[src/rtl/uart_tx_fifo.sv]
//------------------------------------------------------------------------------
// Module   : uart_tx_fifo
// Brief    : Byte FIFO feeding the uart tx_latch/tx_data/tx_empty handshake.
// Revision : 1.0 - initial release
//------------------------------------------------------------------------------
`default_nettype none

module uart_tx_fifo #(
  parameter int DEPTH_LOG2 = 4
) (
  input  logic                  clk,
  input  logic                  reset,
  input  logic                  push,
  input  logic [7:0]            push_data,
  input  logic                  flush,
  output logic                  full,
  output logic                  empty,
  output logic [DEPTH_LOG2:0]   count,
  output logic                  overflow,
  input  logic                  uart_tx_empty,
  output logic                  uart_tx_latch,
  output logic [7:0]            uart_tx_data
);

  localparam int                c_DEPTH      = 2 ** DEPTH_LOG2;
  localparam logic [DEPTH_LOG2:0] c_FULL_COUNT = (DEPTH_LOG2 + 1)'(c_DEPTH);

  typedef enum logic [0:0] {
    S_IDLE  = 1'b0,
    S_LATCH = 1'b1
  } state_t;

  state_t                r_state;
  state_t                w_state_next;
  logic [7:0]            r_mem [c_DEPTH];
  logic [DEPTH_LOG2-1:0] r_wr_ptr;
  logic [DEPTH_LOG2-1:0] r_rd_ptr;
  logic [DEPTH_LOG2:0]   r_count;
  logic                  r_overflow;
  logic [7:0]            r_tx_data;
  logic                  w_push_ok;
  logic                  w_pop;

  assign full          = (r_count == c_FULL_COUNT);
  assign empty         = (r_count == '0);
  assign count         = r_count;
  assign overflow      = r_overflow;
  assign uart_tx_latch = (r_state == S_LATCH);
  assign uart_tx_data  = r_tx_data;

  // No bypass: a push while full is dropped even if a pop happens this cycle.
  assign w_push_ok = push && !full && !flush;

  always_comb begin
    w_state_next = r_state;
    w_pop        = 1'b0;
    case (r_state)
      S_IDLE: begin
        if (!flush && !empty && uart_tx_empty) begin
          w_pop        = 1'b1;
          w_state_next = S_LATCH;
        end
      end
      S_LATCH: w_state_next = S_IDLE;
      default: w_state_next = S_IDLE;
    endcase
  end

  always_ff @(posedge clk) begin
    if (w_push_ok && !reset) begin
      r_mem[r_wr_ptr] <= push_data;
    end
  end

  always_ff @(posedge clk) begin
    if (reset) begin
      r_state    <= S_IDLE;
      r_wr_ptr   <= '0;
      r_rd_ptr   <= '0;
      r_count    <= '0;
      r_overflow <= 1'b0;
      r_tx_data  <= 8'h00;
    end else begin
      r_state <= w_state_next;
      if (w_pop) begin
        r_tx_data <= r_mem[r_rd_ptr];
      end
      if (flush) begin
        r_wr_ptr   <= '0;
        r_rd_ptr   <= '0;
        r_count    <= '0;
        r_overflow <= 1'b0;
      end else begin
        if (push && full) begin
          r_overflow <= 1'b1;
        end
        if (w_push_ok) begin
          r_wr_ptr <= r_wr_ptr + DEPTH_LOG2'(1);
        end
        if (w_pop) begin
          r_rd_ptr <= r_rd_ptr + DEPTH_LOG2'(1);
        end
        case ({w_push_ok, w_pop})
          2'b10:   r_count <= r_count + (DEPTH_LOG2 + 1)'(1);
          2'b01:   r_count <= r_count - (DEPTH_LOG2 + 1)'(1);
          default: r_count <= r_count;
        endcase
      end
    end
  end

endmodule

`default_nettype wire

[config.mk]
export PLATFORM = sky130hd
export DESIGN_NAME = uart_tx_fifo
export DESIGN_NICKNAME = d
export VERILOG_FILES = /design/src/rtl/uart_tx_fifo.sv
export SDC_FILE = /design/constraint.sdc
export NUM_CORES = 1
export LEC_CHECK = 0
export ABC_AREA = 0
export ABC_CLOCK_PERIOD_IN_PS = 3200
export CORE_MARGIN = 2
export CORE_UTILIZATION = 44
export CTS_CLUSTER_SIZE = 16
export DETAILED_ROUTE_END_ITERATION = 10
export SYNTH_ARGS = -nofsm -noshare
export SYNTH_HDL_FRONTEND = slang
export SYNTH_SLANG_ARGS = --single-unit
[constraint.sdc]
create_clock -name clk -period 3.2 [get_ports clk]
set_input_delay 0.64 -clock clk [delete_from_list [all_inputs] [get_ports clk]]
set_output_delay 0.64 -clock clk [all_outputs]
set_load 0.01 [all_outputs]
==> results of run 1 <==
[flip-flops by register name, indices dropped and copies added, names as in the netlist]
name and cells:
count 5, overflow 1, r_mem 128, r_rd_ptr 4, r_wr_ptr 4, uart_tx_data 8
uart_tx_latch 1
[kinds of logic (layout without fill, tap and decap cells)]
group / Yosys count / after routing / synth area share
buffers and inverters: 29 / 99 / 0.0242
and+or+nand+nor: 77 / 77 / 0.0588
DFF: 151 / 151 / 0.710
xor gates and xnor gates: 8 / 8 / 0.0116
AOI/OAI and AO/OA: 51 / 51 / 0.0564
adders and majority gates: 10 / 10 / 0.0219
muxes: 56 / 56 / 0.117
[layout make-up]
type	count	area (um^2)
fillers	1094	6060
repair buffers	58	520
inverters	9	33.8
clock buffers	17	425
flip-flops and latches	151	4310
well taps	176	220
clock inverters	15	174
multi-input cells	202	1610
[worst reg2reg max path, stage by stage (launching register included)]
cell and delay (ps):
dfxtp_1 370, nor4_1 520, a211oi_1 200, inv_1 90, ha_1 160, inv_1 60, fa_1 380, nor2b_1 150
o21ai_0 120, nor4b_1 170, or3_1 310, a21oi_1 120
[cell usage in the layout, fill, tap and decap left out, types with 2 or more instances in the layout]
master and n:
edfxtp_1 128, mux2i_1 46, nor2_1 37, clkdlybuf4s50_1 29, buf_4 28, o22ai_1 22, dfxtp_1 22, clkbuf_16 17
nand2_1 13, a211oi_1 10, inv_1 9, ha_1 9, nor3_1 8, mux4_1 6, a21oi_1 6, xor2_1 5
o21ai_0 4, mux4_2 4, a2111oi_1 4, nand2b_1 3, nor2b_1 3, xnor2_1 3, inv_6 3, clkinv_2 3
bufinv_16 3, or3b_2 2, or3_1 2, nand3b_1 2, a2111oi_0 2, nand4_1 2, clkinvlp_4 2, clkinv_1 2
[how the worst min path moves through the flow]
stage / start / endpoint / slack (ps) / cells past startpoint
CTS: overflow$_SDFFE_PP0P_ / overflow$_SDFFE_PP0P_ / 480 / 2
finish: overflow$_SDFFE_PP0P_ / overflow$_SDFFE_PP0P_ / 470 / 2
global route: overflow$_SDFFE_PP0P_ / overflow$_SDFFE_PP0P_ / 500 / 2
global placement: overflow$_SDFFE_PP0P_ / overflow$_SDFFE_PP0P_ / 460 / 2
detailed placement: overflow$_SDFFE_PP0P_ / overflow$_SDFFE_PP0P_ / 460 / 2
floorplan: overflow$_SDFFE_PP0P_ / overflow$_SDFFE_PP0P_ / 500 / 2
[stage by stage]
| step | cells | util | total power, W |
|---|---|---|---|
| after floorplan | 382 | - | 0.00222 |
| after global routing | 628 | 0.546 | 0.00439 |
| after detailed placement | 596 | 0.501 | 0.00229 |
| after global placement | 596 | 0.501 | 0.00229 |
| after CTS | 628 | 0.546 | 0.00431 |
| final | 628 | 0.546 | 0.00426 |
[power by group through the flow]
stage / Clock [W] / Sequential, W / Combinational (W)
after floorplan: 0 / 0.00219 / 0.0000370
after global placement: 0 / 0.00219 / 0.000101
after detailed placement: 0 / 0.00219 / 0.000105
after CTS: 0.00206 / 0.00215 / 0.000105
after global routing: 0.00213 / 0.00215 / 0.000114
final: 0.00201 / 0.00215 / 0.000103
[per-layer routing]
layer / part of all wire / vias to the layer above / track usage
met5: 0 / - / 0
met4: 0.025 / 0 / 0.0841
met3: 0.043 / 22 / 0.0428
met2: 0.48 / 84 / 0.303
met1: 0.46 / 1715 / 0.246
li1: - / 1595 / -
==> results.cfg, run 1 <==
[run_status]
status = completed

[layout]
final_nets = 462
finalInstanceArea_um2 = 7290
n_antenna_cell = 0
drive_above_1_share = 0.153
syn_to_final_growth_pct = 20.3

[drt]
wl_per_cell_um = 20.5
viasPerCell = 5.44
dr.first_iter.drc_count = 312
first_pass_iters = 4
drcViolationCount = 0
ant_nets = 0
num_vias = 3416
wirelength_um = 12900

[setup_path]
ff2ff_setup_slack_ps = 490
r2r_end = count[4]$_SDFFE_PP0P_
cp-endpoint = count[4]$_SDFFE_PP0P_
worstPathMaxFanout = 2
cpMaxStageDelayCell = or3b_2
worstSetupEndpointType = flip-flop
cp-startpoint = flush
slowest_delay_ps = 500
path_buf_inv = 2
required_ps = 3550
critPathArrivalTime_ps = 3210
reg2reg_depth = 11
rr_startpoint = count[0]$_SDFFE_PP0P_
path_class = in2reg
path_depth = 11
crit_family = simple AND/OR/NAND/NOR gates
worstPathCellList = clkdlybuf4s50_1 -> or3b_2 -> a21oi_2 -> ha_1 -> inv_1 -> fa_1 -> nor2b_1 -> o21ai_0 -> nor4b_1 -> or3_1 -> a21oi_1
startpoint_type = input pin

[placed_design]
gp_congestion = 0.869
placed_cell_area_um2 = 6690
io_buffers = 29
dp_slack_ps = -67.1
dp_hpwl_um = 8380

[run]
max_cap_violations = 0

[yosys]
syn_inst = 382
yosysMostFrequentCell = edfxtp_1
syn_nets = 405
netlist-cell-type-count = 37
syn_avg_cell_area_um2 = 15.9
async_reset_ff_frac = 0
synth-main-ff-cell = edfxtp_1
syn-cell-area_um2 = 6060
synthTopCellsByCount = edfxtp_1 (128), mux2i_1 (46), nor2_1 (37)
ys_top_cells_by_area = edfxtp_1 (63%), dfxtp_1 (7.6%), mux2i_1 (7.6%)
synth_edf_count = 128
yosysSeqAreaShare = 0.710
ys_ff_latch = 151
netlist.area_leader.share = 0.634
synth_top_area_cell = edfxtp_1
ys.warnings.count = 0

[sta]
finalSetupViolCount = 0
whs_ps = 470
worstMarginPinSlew_ps = 763
max_freq_ghz = 0.350
relSlewSlack = 0.491
period_share = 0.892
fin_skew_ps = 5.67
hold_violations = 0
drv_slew = 0
rsz0062_at_grt = no
fin_ws_ps = 346
fin_tns_setup_ps = 0
final.min_clock_period_ps = 2850

[power_and_ir_drop]
switching_share = 0.200
comb_power_share = 0.024
p_switching_w = 0.000852
vdd_drop_max_mv = 0.436
internal_power_w = 0.00341
sequentialPowerShare = 0.503
pwr-share-clk = 0.472
cellLeakagePower_nw = 2.31
power.density_nw_per_um2 = 584

[floorplanning]
die_h_um = 121
dieArea_um2 = 14700
core_um2 = 13300
ios = 30
start_util = 0.454
rows = 42
fp.dieW_um = 121

[grt]
grt_usage = 0.189
grt_pass1_wl_um = 19600
grt_max_degree = 51
grt_remaining_overflow = 0
grt_pass1_vias = 3399
antenna_found_initial = 0

[clocking]
cts_setup_buffers = 0
cts_hold_buffers = 0
cts_buffers = 17
clk_latency_ps = 420
clk_pin_slew_worst_paths_ps = 60
cts_root_buf = clkbuf_16
cts_buffer_depth = 2
cts_tree = built
ctsResizeCount = 0
cts.sink_count = 151
cts-htree-levels = 4

[worst_hold_path]
hold_path_class = reg2reg
No activity file was read; power rests on OpenSTA's default activity.
==> inputs of run 2 (changes only) <==
--- a/config.mk
+++ b/config.mk
@@ -9,7 +9,6 @@
 export ABC_CLOCK_PERIOD_IN_PS = 3200
 export CORE_MARGIN = 2
 export CORE_UTILIZATION = 44
-export CTS_CLUSTER_SIZE = 16
 export DETAILED_ROUTE_END_ITERATION = 10
 export SYNTH_ARGS = -nofsm -noshare
 export SYNTH_HDL_FRONTEND = slang
==> results of run 2 <==
Final layout, timing and power as in run 1 (identical DEF).
